**config.mk**
```make
export PLATFORM = sky130hd
export DESIGN_NAME = time_base_generator_flat
export DESIGN_NICKNAME = d
export VERILOG_FILES = /design/src/rtl/time_base_generator_if.sv /design/src/rtl/time_base_generator.sv /design/src/flat_wrapper.sv
export SDC_FILE = /design/constraint.sdc
export NUM_CORES = 1
export LEC_CHECK = 0
export BUFFER_PORTS_ARGS = -buffer_cell sky130_fd_sc_hd__clkbuf_2
export CELL_PAD_IN_SITES_DETAIL_PLACEMENT = 1
export CELL_PAD_IN_SITES_GLOBAL_PLACEMENT = 2
export CORE_UTILIZATION = 38
export CTS_CLUSTER_SIZE = 14
export DETAILED_ROUTE_END_ITERATION = 12
export GPL_TIMING_DRIVEN = 0
export PLACE_DENSITY_LB_ADDON = 0.12
export SYNTH_ARGS = -nofsm -noshare
export SYNTH_HDL_FRONTEND = slang
export SYNTH_SLANG_ARGS = --single-unit
export TNS_END_PERCENT = 100
```
**constraint.sdc**
```tcl
create_clock -name cmosClock -period 3.2 [get_ports cmosClock]
set_input_delay 0.32 -clock cmosClock [delete_from_list [all_inputs] [get_ports cmosClock]]
set_output_delay 0.32 -clock cmosClock [all_outputs]
set_load 0.005 [all_outputs]
```
**src/rtl/time_base_generator_if.sv**
```systemverilog
// Control/status bundle for the analog-clock time base.
// Square outputs exist only when TIME_BASE_SQUARE_OUT_EN is defined.
interface time_base_generator_if;
  logic       run;
  logic       loadEn;
  logic [4:0] loadHour;
  logic [5:0] loadMinute;
  logic [5:0] loadSecond;
  logic       loadError;
  logic       secTick;
  logic       minTick;
  logic       hourTick;
  logic [5:0] second;
  logic [5:0] minute;
  logic [4:0] hour;
`ifdef TIME_BASE_SQUARE_OUT_EN
  logic       secondClock;
  logic       minuteClock;
  logic       hourClock;
`endif

  modport master (
    output run, loadEn, loadHour, loadMinute, loadSecond,
    input  loadError, secTick, minTick, hourTick, second, minute, hour
`ifdef TIME_BASE_SQUARE_OUT_EN
    , input secondClock, minuteClock, hourClock
`endif
  );

  modport slave (
    input  run, loadEn, loadHour, loadMinute, loadSecond,
    output loadError, secTick, minTick, hourTick, second, minute, hour
`ifdef TIME_BASE_SQUARE_OUT_EN
    , output secondClock, minuteClock, hourClock
`endif
  );
endinterface

```
**src/rtl/time_base_generator.sv**
```systemverilog
// Single-clock time base: prescaler -> sec/min/hour tick enables and h:m:s count.
// Optional 50%-duty LED square outputs under TIME_BASE_SQUARE_OUT_EN.
module time_base_generator #(
  parameter int CLK_HZ     = 100000000,
  parameter int PRESCALE_W = 27,
  parameter int HOUR_MODE  = 24
) (
  input  logic               cmosClock,
  input  logic               reset,
  time_base_generator_if.slave bus
);

  localparam logic [PRESCALE_W-1:0] PRE_LAST = PRESCALE_W'(CLK_HZ - 1);
  localparam logic [4:0] HOUR_FIRST = (HOUR_MODE == 12) ? 5'd1  : 5'd0;
  localparam logic [4:0] HOUR_LAST  = (HOUR_MODE == 12) ? 5'd12 : 5'd23;
  localparam logic [4:0] HOUR_RST   = (HOUR_MODE == 12) ? 5'd12 : 5'd0;

  logic [PRESCALE_W-1:0] pre_q, pre_d;
  logic [5:0]            sec_q, sec_d;
  logic [5:0]            min_q, min_d;
  logic [4:0]            hr_q,  hr_d;
  logic                  sec_tick_q, sec_tick_d;
  logic                  min_tick_q, min_tick_d;
  logic                  hr_tick_q,  hr_tick_d;
  logic                  load_err_q, load_err_d;
  logic                  hour_ok, load_ok, wrap;

  // 12-hour mode has no hour 0, so the low bound only matters there.
  always_comb begin
    if (HOUR_MODE == 12) hour_ok = (bus.loadHour != 5'd0) && (bus.loadHour <= 5'd12);
    else                 hour_ok = (bus.loadHour <= 5'd23);
  end

  assign load_ok = hour_ok && (bus.loadMinute <= 6'd59) && (bus.loadSecond <= 6'd59);
  assign wrap    = (pre_q == PRE_LAST);

  always_comb begin
    pre_d      = pre_q;
    sec_d      = sec_q;
    min_d      = min_q;
    hr_d       = hr_q;
    sec_tick_d = 1'b0;
    min_tick_d = 1'b0;
    hr_tick_d  = 1'b0;
    load_err_d = 1'b0;
    if (bus.loadEn) begin
      // Load beats a coincident wrap; the pending tick is dropped.
      if (load_ok) begin
        pre_d = '0;
        sec_d = bus.loadSecond;
        min_d = bus.loadMinute;
        hr_d  = bus.loadHour;
      end else begin
        load_err_d = 1'b1;
      end
    end else if (bus.run) begin
      if (wrap) begin
        pre_d      = '0;
        sec_tick_d = 1'b1;
        if (sec_q == 6'd59) begin
          sec_d      = 6'd0;
          min_tick_d = 1'b1;
          if (min_q == 6'd59) begin
            min_d     = 6'd0;
            hr_tick_d = 1'b1;
            hr_d      = (hr_q == HOUR_LAST) ? HOUR_FIRST : hr_q + 5'd1;
          end else begin
            min_d = min_q + 6'd1;
          end
        end else begin
          sec_d = sec_q + 6'd1;
        end
      end else begin
        pre_d = pre_q + PRESCALE_W'(1);
      end
    end
  end

  always_ff @(posedge cmosClock or posedge reset) begin
    if (reset) begin
      pre_q      <= '0;
      sec_q      <= 6'd0;
      min_q      <= 6'd0;
      hr_q       <= HOUR_RST;
      sec_tick_q <= 1'b0;
      min_tick_q <= 1'b0;
      hr_tick_q  <= 1'b0;
      load_err_q <= 1'b0;
    end else begin
      pre_q      <= pre_d;
      sec_q      <= sec_d;
      min_q      <= min_d;
      hr_q       <= hr_d;
      sec_tick_q <= sec_tick_d;
      min_tick_q <= min_tick_d;
      hr_tick_q  <= hr_tick_d;
      load_err_q <= load_err_d;
    end
  end

  assign bus.second    = sec_q;
  assign bus.minute    = min_q;
  assign bus.hour      = hr_q;
  assign bus.secTick   = sec_tick_q;
  assign bus.minTick   = min_tick_q;
  assign bus.hourTick  = hr_tick_q;
  assign bus.loadError = load_err_q;

`ifdef TIME_BASE_SQUARE_OUT_EN
  localparam logic [PRESCALE_W-1:0] PRE_HALF = PRESCALE_W'(CLK_HZ / 2);

  logic sclk_q, mclk_q, hclk_q;

  // Derived from next-state so each square flips on the same edge as its counter.
  always_ff @(posedge cmosClock or posedge reset) begin
    if (reset) begin
      sclk_q <= 1'b1;
      mclk_q <= 1'b1;
      hclk_q <= 1'b1;
    end else begin
      sclk_q <= (pre_d < PRE_HALF);
      mclk_q <= (sec_d < 6'd30);
      hclk_q <= (min_d < 6'd30);
    end
  end

  assign bus.secondClock = sclk_q;
  assign bus.minuteClock = mclk_q;
  assign bus.hourClock   = hclk_q;
`endif

endmodule
```
**src/flat_wrapper.sv**
```systemverilog
// flat-port wrapper written by rule: the top's interface ports become plain ports
module time_base_generator_flat 
#(
  parameter int CLK_HZ     = 100000000,
  parameter int PRESCALE_W = 27,
  parameter int HOUR_MODE  = 24
)
  (cmosClock, reset, bus_run, bus_loadEn, bus_loadHour, bus_loadMinute, bus_loadSecond, bus_loadError, bus_secTick, bus_minTick, bus_hourTick, bus_second, bus_minute, bus_hour);
  time_base_generator_if bus_i ();
  input  logic cmosClock;
  input  logic reset;
  input wire logic [$bits(bus_i.run)-1:0] bus_run;
  input wire logic [$bits(bus_i.loadEn)-1:0] bus_loadEn;
  input wire logic [$bits(bus_i.loadHour)-1:0] bus_loadHour;
  input wire logic [$bits(bus_i.loadMinute)-1:0] bus_loadMinute;
  input wire logic [$bits(bus_i.loadSecond)-1:0] bus_loadSecond;
  output wire logic [$bits(bus_i.loadError)-1:0] bus_loadError;
  output wire logic [$bits(bus_i.secTick)-1:0] bus_secTick;
  output wire logic [$bits(bus_i.minTick)-1:0] bus_minTick;
  output wire logic [$bits(bus_i.hourTick)-1:0] bus_hourTick;
  output wire logic [$bits(bus_i.second)-1:0] bus_second;
  output wire logic [$bits(bus_i.minute)-1:0] bus_minute;
  output wire logic [$bits(bus_i.hour)-1:0] bus_hour;
  assign bus_i.run = bus_run;
  assign bus_i.loadEn = bus_loadEn;
  assign bus_i.loadHour = bus_loadHour;
  assign bus_i.loadMinute = bus_loadMinute;
  assign bus_i.loadSecond = bus_loadSecond;
  assign bus_loadError = bus_i.loadError;
  assign bus_secTick = bus_i.secTick;
  assign bus_minTick = bus_i.minTick;
  assign bus_hourTick = bus_i.hourTick;
  assign bus_second = bus_i.second;
  assign bus_minute = bus_i.minute;
  assign bus_hour = bus_i.hour;
  time_base_generator #(.CLK_HZ(CLK_HZ), .PRESCALE_W(PRESCALE_W), .HOUR_MODE(HOUR_MODE)) u_core (.cmosClock(cmosClock), .reset(reset), .bus(bus_i));
endmodule
```
==> metrics, run 1 <==
crit path DAT=2540 ps; Slew Limit Fails=0; die span in y=87.9 um; Final period util=73.8%; Synth Flop Type=dfrtp_1; synth warn=0; DR WL/cell=17.4 um; CTS Buf Count=5; clock root cell=clkbuf_8; # setup viols final=0; Hold Crit Class=in -> reg; relative slew slack=45.2%; Placement Setup Slack=763 ps; Reg clk slew, reported paths=90 ps; Resize count post-CTS=0; worst hold slack=276 ps; fin nets=379; Leak=0.00135 uW; EDFF count, synth=0; pwr/cell area=462 mW/mm^2; CTS tree=yes; drt pass-1 iters=4; Clock Sinks=48; outcome=finished, final reports clean; DRC=0; Port Buffers=40; Synth top area share=42.8%; maximum vdd drop=0.296 mV; final hold vios=0; Mapped Nets=330; Final Util=47.3%; Worst-Skew Late Latency=300 ps; Crit Path Class=reg -> reg; initial core utilization=40.4%; metal3 WL=167 um; via/cell ratio=5.63; fmax=0.423 GHz; synth top area cells=dfrtp_1, xnor2_1, nand2_1, nor2_1, o21ai_0; core area=0.00694 sq mm; GRT Overall Usage=22.3%; first-pass GRT wire length=13200 um; Area Overhead vs Synth=17.1%; top sig layer=met4; Final ANT Viol Nets=0; largest net degree at the start of global routing=36; Tot Pwr=1520 uW; layout cells sized above 1=18.6%; crit path time final=2360 ps; post-synthesis sequential area ratio=42.8%; die width=87.9 um; htree depth=2; postcts setup bufs=0; DIE AREA=0.00773 sq mm; CP Launch Type=flop; Synth Instances=305; DR iter-0 viols=61; Async S/R FF share, synth=100%; Max clock buf depth=2; unrepaired setup endpoints after global routing=false; mean post-synth cell area=9.20 sq um; # diodes=0; # rows=30; post-synth top area cell=dfrtp_1; worst slew pin tran=814 ps; DPL Wire Length=5850 um; # Max-Cap Violations=0; Worst Skew=11.4 ps; Placer Congestion=0.774; Top-Level Pins=42; WL final=7820 um; antenna violations before repair=0; M1 WL=3730 um; number of synthesized register bits=48; area of the mapped netlist=0.00281 sq mm; Setup WS post-layout=837 ps; Critical Path RT=3380 ps; total length of routed met2 wires=3900 um; CP endpoint kind=flop; vias in the first global route=2631; Max FO, Critical Path=10; gr ovfl total=0; DR vias=2534; Unique masters post-synth=52; sum of negative setup slack=0 ps
-- cells in the final DEF (no fill, tap or decap), types with 2 or more instances in the layout --
| cell | n |
|---|---|
| dfrtp_1 | 48 |
| clkbuf_2 | 40 |
| nand2_1 | 31 |
| nor2_1 | 27 |
| o21ai_0 | 19 |
| nand3_1 | 18 |
| xnor2_1 | 18 |
| nor3_1 | 17 |
| nor4_1 | 10 |
| a21oi_1 | 10 |
| or3_1 | 8 |
| and4_1 | 7 |
| nand4_1 | 7 |
| inv_1 | 7 |
| clkbuf_1 | 7 |
| nor4b_1 | 5 |
| clkbuf_8 | 5 |
| nor3b_1 | 4 |
| buf_2 | 4 |
| mux2i_1 | 4 |
| ha_1 | 4 |
| and2_1 | 3 |
| a221o_1 | 3 |
| a32o_1 | 3 |
| a211o_1 | 3 |
| nor2b_1 | 2 |
| o21a_1 | 2 |
| nand4_2 | 2 |
| or2_2 | 2 |
| o22ai_1 | 2 |
| mux2_2 | 2 |
| and3_1 | 2 |
| or4_1 | 2 |
| bufinv_16 | 2 |
-- cells in the mapped netlist (3+ instances only) --
cell type,n
nand4_1,7
a21oi_1,10
or3_1,8
buf_2,4
o21ai_0,19
dfrtp_1,48
and4_1,7
a221o_1,3
inv_1,8
nor2_1,27
mux2i_1,4
nor3_1,17
nor3b_1,4
a32o_1,3
ha_1,4
nor4_1,10
nand2_1,31
nand3_1,18
nor4b_1,5
and2_1,3
xnor2_1,18
a211o_1,3
clkbuf_1,7
-- logic make-up after synthesis --
group	count (synthesis)	share of synthesized area, %
fa+ha+maj	4	1.78
compound gates	57	14.5
buf+inv	21	3.39
mux	6	2.23
flops	48	42.8
simple gates	151	29.7
xor+xnor	18	5.62
-- stage by stage --
| step | cell area, sq um | cells |
|---|---|---|
| 2_1_floorplan | 2810 | 305 |
| 3_3_place_gp | 3130 | 441 |
| 3_5_place_dp | 3150 | 442 |
| 4_1_cts | 3280 | 450 |
| 5_1_grt | 3280 | 450 |
| 6_report | 3280 | 450 |
-- metal layers --
metal  track usage, %  up-vias
met1             29.4     1261
met4             3.87        0
met5                0        -
met3             3.11        4
met2             39.4       35
li1                 -     1234
-- worst paths after layout --
| kind | start | to | slack [ps] | depth (start not counted) |
|---|---|---|---|---|
| setup reg to reg | u_core.pre_q[0] | u_core.pre_q[6] | 840 | 8 |
| hold reg to reg | u_core.pre_q[0] | u_core.pre_q[0] | 530 | 1 |
| min in group asynchronous | reset | u_core.bus.secTick | 510 | 3 |
| setup / recovery | u_core.pre_q[0] | u_core.pre_q[6] | 840 | 8 |
| hold / removal | bus_loadSecond[3] | u_core.bus.second[3] | 280 | 2 |
| max in group asynchronous | reset | u_core.pre_q[7] | 2180 | 4 |
-- sequential cells by signal, summed over array words and instances (netlist names) --
signal                flops
u_core.pre_q             27
u_core.bus.hour           5
u_core.bus.second         6
u_core.bus.loadError      1
u_core.bus.hourTick       1
u_core.bus.minTick        1
u_core.bus.secTick        1
u_core.bus.minute         6
-- power by group --
part           leakage [uW]  internal, uW  switching [uW]  total (uW)
Sequential         0.000629           655            67.5         722
Clock             0.0000642           308             202         510
Combinational      0.000661           128             156         284
-- what timing repair did --
item                       CTS  global route
hold endpoints to repair    13             0
hold buffers                 1             0
setup endpoints to repair    0             0
-- layout make-up --
cell class                      count  area (sq um)
Buffer                             13          65.1
Clock buffer                        5          68.8
Clock inverter                      2          60.1
Fill cell                         850          3660
Inverter                            8          30.0
Multi-Input combinational cell    236          1510
Sequential cell                    48          1200
Tap cell                           96           120
Timing Repair Buffer               42           230
-- critical path, cell delays in order (launching register included) --
cell	delay (ps)
dfrtp_1	410
ha_1	270
and4_1	250
and4_1	330
a21oi_1	120
buf_2	210
nor2_1	290
buf_2	290
nor2_1	80
(Power assumes the default switching activity.)
==> inputs of run 2 (changes only) <==
CORE_UTILIZATION = 35   (was 38)
clock period = 2.2 ns   (was 3.2 ns; I/O delays follow)
==> run 2 against run 1 <==
  * Clock-buffer cell count increased by 2
  * Sequential power up 47%
  * Sequential share of layout area down 0.21 points
  * Utilization is 4.5 points lower
  * Sequential cell count unchanged
  * Critical endpoint is now u_core.bus.second[3]
==> metrics, run 2 (synthesized netlist as in run 1, its figures left out) <==
outcome=finished, final reports clean; Port Buffers=40 (unchanged); Hold Path Depth=2 (unchanged); cell family with most CP delay=compound AO/OA/AOI/OAI gates; Final ANT Viol Nets=0 (unchanged); fin area=0.00331 sq mm (+0.80%); Slew Limit Fails=0 (unchanged); Reg clk slew, reported paths=80 ps (about the same); Reg2Reg Launch Point=u_core.pre_q[0]; max reg flops=27 (unchanged); CP Launch Type=flop; crit-path cells=ha_2 > and4_1 > and4_4 > a21oi_1 > clkbuf_4 > o31a_1 > a221o_1; unrepaired setup endpoints after global routing=true; gr ovfl total=0 (unchanged); Final Util=42.8% (-4.5 points); crit path time final=2150 ps (-217 ps); DR vias=2537 (+0.12%); clock root cell=clkbuf_8; Worst-Skew Late Latency=300 ps (about the same); Area Overhead vs Synth=18.0%; # setup viols final=0 (unchanged); worst hold endpoint=u_core.bus.second[3]; Max FO, Critical Path=10 (unchanged); most common cell after layout, fill and taps aside=dfrtp_1; Max stage delay on crit path=410 ps (about the same); DPL Wire Length=5990 um (+2.4%); drt pass-1 iters=4 (unchanged); placed inst area=0.00315 sq mm (+0.24%); Final period util=97.6% (+24 points); fin nets=380 (+0.26%); core area=0.00773 sq mm (+11%); initial core utilization=36.3% (-4.1 points); largest net degree at the start of global routing=32 (-11%); R2R Path End=u_core.bus.second[3]; DR iter-0 viols=48 (-21%); r2r setup slk=50 ps (-780 ps); DRC=0 (unchanged); commonest non-fill, non-tap cells in the layout=dfrtp_1, clkbuf_2, nand2_1; WP buf/inv=1 (-1); Worst Skew=3.79 ps (-7.63 ps); Crit Path Class=reg -> reg; Clock Sinks=48 (unchanged); CP endpoint kind=flop; hold wc startpoint=bus_loadSecond[3]; Placer Congestion=0.746 (-3.6%); via/cell ratio=5.55 (-1.4%); crit path DAT=2330 ps (-210 ps); Hold Crit Class=in -> reg; final hold vios=0 (unchanged); worst slew pin tran=612 ps (-202 ps); CTS Buf Count=5 (unchanged); relative slew slack=59.2% (+14 points); DIE AREA=0.00838 sq mm (+8.4%); antenna violations before repair=0 (unchanged); WL final=8210 um (+4.9%); htree depth=2 (unchanged); first-pass GRT wire length=13700 um (+3.6%); maximum vdd drop=0.198 mV (-33%); # rows=32 (+6.7%); GRT Overall Usage=20.9% (-1.4 points); Cells after DPL=448 (+1.4%); Top-Level Pins=42 (unchanged); DR WL/cell=18.0 um (+3.3%); layout cells sized above 1=22.0% (+3.3 points); Slowest-stage cell, CP=dfrtp_1; die width=91.5 um (+4.1%); register with the most flip-flops=u_core.pre_q; Leak=0.00135 uW (-0.52%); # diodes=0 (unchanged); Max clock buf depth=2 (unchanged); vias in the first global route=2625 (-0.23%); fmax=0.466 GHz (+10%); CTS tree=yes; die span in y=91.5 um (+4.1%); R2R cell count=7 (-1); pwr/cell area=622 mW/mm^2 (+35%); Critical Path RT=2390 ps (-990 ps); # Max-Cap Violations=0 (unchanged); Cell Count, Final, Fillers Out=457 (+1.6%)
## run 2: area by class of cell
cell class                      count  area, sq um
Fill cell                         932         4420
Sequential cell                    48         1200
Multi-Input combinational cell    236         1540
Inverter                            8         30.0
Clock buffer                        7         96.3
Timing Repair Buffer               43          238
Tap cell                          102          128
Buffer                             13         73.8
## run 2: metal layers
layer,GRT usage [%],part of all wire [%]
met3,3.02,2.3
met4,5.42,0.96
met5,0,0
met1,25.9,44
met2,37.7,52
## run 2: how the worst max path moves through the flow
stage	start	to	slack, ps	depth (start not counted)
after CTS	u_core.pre_q[0]	u_core.bus.second[3]	20	7
after global routing	u_core.pre_q[2]	u_core.pre_q[19]	-30	5
after detailed placement	u_core.pre_q[0]	u_core.pre_q[15]	-180	8
after floorplan	u_core.pre_q[0]	u_core.bus.minute[0]	260	6
final	u_core.pre_q[0]	u_core.bus.second[3]	50	7
after global placement	u_core.pre_q[0]	u_core.pre_q[4]	-140	8
## run 2: power by group
group,internal [uW],switching [uW],leakage [uW]
registers,953,105,0.000626
clock network,280,290,0.0000503
logic,198,232,0.000670
## run 2: worst register-to-register path, cell delays in order (launching register included)
cell and delay (ps):
dfrtp_1 410, ha_2 250, and4_1 230, and4_4 270, a21oi_1 80, clkbuf_4 220
o31a_1 320, a221o_1 260
## run 2: through the flow
stage / setup TNS, ps / hold slack, ps / setup WS, ps / total power [uW]
after global placement: -3640 / 486 / -140 / 1470
after floorplan: 0 / 364 / 264 / 1300
after detailed placement: -4460 / 229 / -178 / 1490
after CTS: 0 / 175 / 18.2 / 2080
after global routing: -41.3 / 180 / -25.3 / 2180
final: 0 / 187 / 53.7 / 2060
## run 2: what timing repair did
| item | in CTS | in global routing |
|---|---|---|
| gates resized for setup | 9 | 9 |
| buffers inserted | 0 | 1 |
| hold buffers | 1 | 0 |
| hold endpoints to repair | 17 | 0 |
| pin swaps | 0 | 0 |
| endpoints found under the setup margin | 27 | 12 |
==> inputs of run 3 (changes only) <==
CELL_PAD_IN_SITES_DETAIL_PLACEMENT = default   (was 1)
CELL_PAD_IN_SITES_GLOBAL_PLACEMENT = default   (was 2)
CORE_UTILIZATION = 44   (was 35)
==> run 3 against run 2 <==
  * Die area decreased by 20%
  * Sequential cell count is the same
  * Largest power group unchanged
  * Global-route usage is 1.4 points higher
  * Clock-buffer cell count down 1
  * Critical path type unchanged
  * Register-to-register slack improved by 40 ps
  * Highest routed layer unchanged
==> metrics, run 3 (synthesized netlist as in run 1, its figures left out) <==
Slew Limit Fails=0 (unchanged); Area Overhead vs Synth=16.9%; Cell Count, Final, Fillers Out=430 (-5.9%); crit-path cells=ha_4 > and4_1 > and4_4 > a21oi_1 > clkbuf_4 > o31a_1 > a221o_1; Hold Crit Class=in -> reg; Max stage delay on crit path=450 ps (+40 ps); GR Util met1=29.3% (+3.5 points); die span in y=81.8 um (-11%); crit path time final=2110 ps (-35.1 ps); Crit Path Class=reg -> reg; WL final=6830 um (-17%); Final period util=96.0% (-1.6 points); Placement Setup Slack=12.0 ps (+190 ps); initial core utilization=46.6% (+10 points); WP buf/inv=1 (unchanged); maximum vdd drop=0.245 mV (+24%); CP Launch Type=flop; pwr/cell area=614 mW/mm^2 (-1.2%); largest net degree at the start of global routing=37 (+16%); Port Buffers=40 (unchanged); Placer Congestion=0.832 (+12%); die width=81.8 um (-11%); fin nets=379 (-0.26%); Leak=0.00135 uW (about the same); relative slew slack=54.6% (-4.6 points); layout cells sized above 1=21.7% (-0.28 points); Clock Sinks=48 (unchanged); Worst Skew=7.85 ps (+4.06 ps); Top-Level Pins=42 (unchanged); DR vias=2498 (-1.5%); gr ovfl total=0 (unchanged); clock root cell=clkbuf_8; GRT busiest layer=met2; outcome=finished, final reports clean; Setup WS post-layout=88.8 ps (+35.1 ps); DPL Wire Length=4960 um (-17%); crit path DAT=2300 ps (-30 ps); most common cell after layout, fill and taps aside=dfrtp_1; GR Util met2=36.4% (-1.4 points); postcts setup bufs=0 (unchanged); # Max-Cap Violations=0 (unchanged); first-pass GRT wire length=11400 um (-17%); via/cell ratio=5.81 (+4.6%); # setup viols final=0 (unchanged); CP endpoint kind=flop; drt pass-1 iters=4 (unchanged); DRC=0 (unchanged); Final ANT Viol Nets=0 (unchanged); Critical Path RT=2390 ps (about the same); DR WL/cell=15.9 um (-12%); Cells after DPL=421 (-6.0%); fmax=0.474 GHz (+1.7%); DIE AREA=0.00670 sq mm (-20%); DR iter-0 viols=106 (+120%); final hold vios=0 (unchanged); commonest non-fill, non-tap cells in the layout=dfrtp_1, clkbuf_2, nand2_1; GRT Overall Usage=22.3% (+1.4 points); core area=0.00603 sq mm (-22%); Max clock buf depth=2 (unchanged); CTS tree=yes; Slowest-stage cell, CP=dfrtp_1; # rows=28 (-13%); cell family with most CP delay=compound AO/OA/AOI/OAI gates; register with the most flip-flops=u_core.pre_q; Worst-Skew Late Latency=300 ps (about the same); Max FO, Critical Path=10 (unchanged); worst slew pin tran=674 ps (+62.3 ps); CTS Buf Count=5 (unchanged); antenna violations before repair=0 (unchanged); # diodes=0 (unchanged); Reg clk slew, reported paths=90 ps (about the same); htree depth=2 (unchanged); met3 Use GR=4.44% (+1.4 points); vias in the first global route=2400 (-8.6%); max reg flops=27 (unchanged)
run 3: cell count changes in the layout (fill, tap and decap cells not counted), sizes merged:
cell | before | now
clkbuf | 55 | 56
clkinv | 0 | 2
buf | 7 | 4
run 3: area by class of cell:
| type | instances | area, sq um |
|---|---|---|
| fillers | 575 | 2750 |
| clock buffers | 6 | 82.6 |
| inverters | 8 | 30.0 |
| flip-flops and latches | 48 | 1200 |
| multi-input cells | 236 | 1560 |
| clock inverters | 2 | 10.0 |
| well taps | 75 | 93.8 |
| plain buffers | 13 | 72.6 |
| repair buffers | 42 | 230 |
run 3: metal layers:
metal  routed length [um]  share of wire [%]  up-vias
met5                    0                  0        -
met2                 3230                 47       74
li1                     -                  -     1228
met1                 3120                 46     1181
met3                  343                5.0       15
met4                  141                2.1        0
run 3: where the power goes:
group	leakage (uW)	internal, uW	switching [uW]
registers	0.000629	952	101
logic	0.000666	192	216
clock network	0.0000510	252	300
run 3: worst paths after layout:
kind                       cells past startpoint              endpoint         startpoint  slack [ps]
max                                            7  u_core.bus.second[3]    u_core.pre_q[0]          90
min                                            2  u_core.bus.second[5]  bus_loadSecond[5]         180
max reg2reg                                    7  u_core.bus.second[3]    u_core.pre_q[0]          90
min reg2reg                                    2      u_core.pre_q[21]   u_core.pre_q[21]         550
max in group asynchronous                      4    u_core.bus.hour[2]              reset        1320
min in group asynchronous                      3  u_core.bus.minute[1]              reset         390
run 3: worst reg2reg max path, cell delays in order, from the launching register on:
cell and delay, ps:
dfrtp_1 450, ha_4 190, and4_1 230, and4_4 280, a21oi_1 80, clkbuf_4 200
o31a_1 310, a221o_1 260
run 3: what timing repair did:
item,4_1_cts,5_1_grt
endpoints found under the setup margin,18,33
gates cloned,0,0
endpoints found under the hold margin,12,0
gates resized for setup,0,16
pin swaps,0,1
hold buffers,1,0
run 3: through the flow:
stage | hold slack [ps] | setup TNS, ps | util, % | power, uW | area, sq um
after global routing | 183 | -9.64 | 54.4 | 2150 | 3280
final | 184 | 0 | 54.4 | 2010 | 3280
after global placement | 489 | 0 | 51.4 | 1450 | 3100
after CTS | 179 | -148 | 53.5 | 2030 | 3220
after floorplan | 364 | 0 | - | 1300 | 2810
after detailed placement | 179 | 0 | 51.8 | 1470 | 3120
